$ cat config.mk
export PLATFORM = sky130hd
export DESIGN_NAME = lshift_iter
export DESIGN_NICKNAME = d
export VERILOG_FILES = /design/src/rtl/shift_pkg.sv /design/src/rtl/lsl_step.sv /design/src/rtl/lshift_iter.sv
export SDC_FILE = /design/constraint.sdc
export NUM_CORES = 1
export LEC_CHECK = 0
export CAP_MARGIN = 10
export CORE_ASPECT_RATIO = 1.5
export CORE_MARGIN = 2
export CORE_UTILIZATION = 23
export CTS_BUF_LIST = sky130_fd_sc_hd__clkbuf_8
export DETAILED_ROUTE_END_ITERATION = 7
export SETUP_SLACK_MARGIN = 0.3
export SLEW_MARGIN = 5
export SYNTH_ARGS = -nofsm -noshare
export SYNTH_HDL_FRONTEND = slang
export SYNTH_SLANG_ARGS = --single-unit
$ cat constraint.sdc
create_clock -name clk -period 4.6 [get_ports clk]
set_clock_uncertainty 0.2 [all_clocks]
set_input_delay 0.46 -clock clk [delete_from_list [all_inputs] [get_ports clk]]
set_output_delay 0.46 -clock clk [all_outputs]
set_load 0.01 [all_outputs]
$ cat src/rtl/shift_pkg.sv
// Shared state encoding and step sizes for the iterative left shifter.
package shift_pkg;

  typedef enum logic [1:0] {
    ST_IDLE  = 2'd0,
    ST_SHIFT = 2'd1,
    ST_DONE  = 2'd2
  } state_t;

  localparam int STEP_BIG   = 8;
  localparam int STEP_SMALL = 1;

endpackage

$ cat src/rtl/lsl_step.sv
// One combinational left step: by STEP_BIG or STEP_SMALL bits, with wrap-around or zero fill.
module lsl_step
  import shift_pkg::*;
#(
  parameter int WIDTH = 32
) (
  input  logic [WIDTH-1:0] d,
  input  logic             big,
  input  logic             rot,
  output logic [WIDTH-1:0] q
);

  logic [WIDTH-1:0] sh_big;
  logic [WIDTH-1:0] sh_small;
  logic [WIDTH-1:0] wrap_big;
  logic [WIDTH-1:0] wrap_small;

  assign sh_big     = d << STEP_BIG;
  assign sh_small   = d << STEP_SMALL;
  // Bits pushed past the MSB reappear at the LSB end only when rotating.
  assign wrap_big   = rot ? (d >> (WIDTH - STEP_BIG))   : '0;
  assign wrap_small = rot ? (d >> (WIDTH - STEP_SMALL)) : '0;

  assign q = big ? (sh_big | wrap_big) : (sh_small | wrap_small);

endmodule

$ cat src/rtl/lshift_iter.sv
// Multi-cycle logical/rotate left shifter: consumes the amount 8 bits at a time, then 1 bit at a time.
module lshift_iter
  import shift_pkg::*;
#(
  parameter int WIDTH = 32,
  parameter int SHW   = $clog2(WIDTH)
) (
  input  logic             clk,
  input  logic             rst,
  input  logic             start,
  input  logic [WIDTH-1:0] a,
  input  logic [SHW-1:0]   shamt,
  input  logic             rotate,
  output logic             busy,
  output logic             done,
  output logic [WIDTH-1:0] result
);

  state_t           state;
  logic [WIDTH-1:0] acc;
  logic [SHW-1:0]   rem;
  logic             rot;
  logic             big;
  logic [WIDTH-1:0] step_q;
  logic [SHW-1:0]   rem_nxt;

  assign big     = (rem >= SHW'(STEP_BIG));
  assign rem_nxt = big ? (rem - SHW'(STEP_BIG)) : (rem - SHW'(STEP_SMALL));

  lsl_step #(.WIDTH(WIDTH)) u_step (
    .d   (acc),
    .big (big),
    .rot (rot),
    .q   (step_q)
  );

  always_ff @(posedge clk or posedge rst) begin
    if (rst) begin
      state  <= ST_IDLE;
      busy   <= 1'b0;
      done   <= 1'b0;
      result <= '0;
      rem    <= '0;
      acc    <= '0;
      rot    <= 1'b0;
    end else begin
      case (state)
        ST_IDLE: begin
          if (start) begin
            acc  <= a;
            rem  <= shamt;
            rot  <= rotate;
            busy <= 1'b1;
            if (shamt == '0) begin
              state  <= ST_DONE;
              done   <= 1'b1;
              result <= a;
            end else begin
              state <= ST_SHIFT;
            end
          end
        end
        ST_SHIFT: begin
          acc <= step_q;
          rem <= rem_nxt;
          // result is loaded from the final step's output so it is valid with done.
          if (rem_nxt == '0) begin
            state  <= ST_DONE;
            done   <= 1'b1;
            result <= step_q;
          end
        end
        ST_DONE: begin
          state <= ST_IDLE;
          done  <= 1'b0;
          busy  <= 1'b0;
        end
        default: begin
          state <= ST_IDLE;
          done  <= 1'b0;
          busy  <= 1'b0;
        end
      endcase
    end
  end

endmodule
==> out/metrics.yaml <==
finalMaxSlewViolations: 0
grt_first_pass_wirelength_um: 15300
p_leak_nw: 2.06
cts_setup_buffers: 0
ir_drop_mv: 0.198
start_kind: "flop"
combPwrFrac: 0.524
ys_seq_elements: 74
initial_core_util: 0.236
ys_async_sr_fraction: 1.00
seqPwrFrac: 0.329
globalRouteOverflowTotal: 0
vias_per_cell: 4.37
ctsResizeCount: 0
grt_antenna_before_repair: 0
swShare: 0.393
ys_types: 35
placement.io_buffers: 74
grt_max_degree: 60
end_kind: "flop"
io_pins: 75
clkTransAtPathRegs_ns: 0.08
drc: 0
path_max_fanout: 16
worstHoldPathType: "primary input to async pin"
worst_slack_ns: 1.85
critPathBufInv: 2
grt_usage: 0.115
place_congestion: 0.811
status: "finished clean"
p_switching_mw: 1.51
dp_slack_ns: 1.67
setup_viol: 0
cts_hold_buf: 0
instances_no_fill: 619
synth.avg_cell_area_sq_um: 10.9
ys.flop_type: "dfrtp_1"
die_area_sq_mm: 0.0172
syn_inst: 341
place_hpwl_um: 7000
cts_buffers: 9
period_needed_ns: 2.75
cts_root_buffer: "clkbuf_8"
crit_slowest_cell: "dfrtp_1"
clock_sinks: 74
layout.nets: 454
syn_nets: 384
cap_viol_max_count: 0
insertion_delay_ns: 0.37
cpPeakStageDelay_ns: 0.42
dr.pass1.iters: 4
seq_area_frac_synth: 0.499
die_y_um: 159
whs_ns: 0.276
ys_warn_count: 0
grt_setup_unrepaired: "false"
drt-initial-drc-count: 133
finalCritPeriodShare: 0.598
total_power_mw: 3.84
finish.utilization: 0.308
wl_per_cell_um: 15.4
wl_um: 9510
grt_pass1_vias: 2890
internal-power_mw: 2.33
clock_path_buffers: 2
ant_nets: 0
htreeDepth: 3
synth_edf_count: 0
die_w_um: 108
worstPathRequired_ns: 4.64
fin_tns_setup_ns: 0
n_fill_cell: 1643
post-place-cells: 603
syn_area_sq_mm: 0.00371
layout-drive-gt1-share: 0.154
flow.area_growth_from_synthesis_pct: 30.6
cp.arrival_ns: 2.79
critical_path.top_delay_family: "multiplexers"
worstPathCellList: "inv_1 -> ha_1 -> nor3b_2 -> mux2_4 -> a211oi_2 -> o211a_1 -> buf_4 -> mux2_2"
num_antenna_cells: 0
vias: 2707
cellPowerDensity_mw_per_mm2: 792
num_rows: 56
cts_tree: "built"
final_cell_mix: "74 x dfrtp_1, 74 x clkdlybuf4s50_1, 39 x nand2_1, 39 x mux2i_1, 37 x o21ai_0"
p_clk_frac: 0.147
hold_viol_final: 0
core_sq_mm: 0.0157
critPathKind: "flop to flop"
final_area_sq_mm: 0.00484
relSlewSlack: 0.605
tightest_slew_ns: 0.591
place_area_sq_mm: 0.00462
fmax_mhz: 364
==> final timing paths <==
check | slack [ns] | startpoint | end | cells after the start
hold reg to reg | 0.31 | acc[30] | acc[30] | 2
max in group asynchronous | 2.90 | rst | acc[26] | 3
hold / removal | 0.28 | rst | result[10] | 2
setup / recovery | 1.85 | rem[0] | result[21] | 8
setup reg to reg | 1.85 | rem[0] | result[21] | 8
min in group clk | 0.31 | acc[30] | acc[30] | 2
==> final cells by class <==
cell class	count	area, sq um	share of cell area
clock buffer	10	138	0.0284
sequential	74	1850	0.383
multi-input combinational	223	1640	0.339
timing repair buffer	81	793	0.164
clock inverter	6	81.3	0.0168
inverter	22	82.6	0.0171
tap	203	254	0.0525
==> per-layer routing <==
layer,global-route usage,vias to the layer above,part of all wire
met4,0.0559,0,0.032
met3,0.0291,14,0.039
met2,0.186,64,0.49
met1,0.142,1307,0.44
met5,0,-,0
li1,-,1322,-
==> worst register-to-register path: stages, from the launching register on <==
cell and delay [ns]:
dfrtp_1 0.42, inv_1 0.11, ha_1 0.24, nor3b_2 0.23, mux2_4 0.33, a211oi_2 0.24, o211a_1 0.19, buf_4 0.29
mux2_2 0.38
==> synthesized netlist by cell type (all sizes together), types with 2 or more instances <==
library cell,count,area share
dfrtp,74,0.50
mux2i,39,0.11
nand2,39,0.039
o21ai,38,0.051
mux2,37,0.13
inv,22,0.022
nor2,19,0.019
a21oi,15,0.020
buf,11,0.025
clkbuf,11,0.011
a22oi,6,0.012
o22ai,4,0.0067
a32oi,2,0.0047
and3,2,0.0034
ha,2,0.0067
nand2b,2,0.0034
nor2b,2,0.0034
o211ai,2,0.0040
xnor2,2,0.0047
==> power by group through the flow <==
stage               clock (mW)  sequential [mW]  combinational (mW)
floorplan                    0             1.24                1.40
global placement             0             1.27                1.98
detailed placement           0             1.28                2.02
CTS                      0.578             1.27                2.03
global route             0.608             1.31                2.21
finish                   0.564             1.26                2.01
==> state kept, by name, summed over array words and instances, names as in the netlist <==
register / count
acc: 32
busy: 1
done: 1
rem: 5
result: 32
rot: 1
state: 2
==> cell families after synthesis <==
| kind of cell | after synthesis | share of synthesized area |
|---|---|---|
| multiplexers | 76 | 0.232 |
| XOR/XNOR | 2 | 0.00473 |
| flip-flops | 74 | 0.499 |
| buffers and inverters | 44 | 0.0587 |
| AND/OR/NAND/NOR | 68 | 0.0786 |
| adder cells (fa/ha/maj) | 2 | 0.00675 |
| AO/OA/AOI/OAI | 75 | 0.120 |
Power figures use the tool's default switching activity.
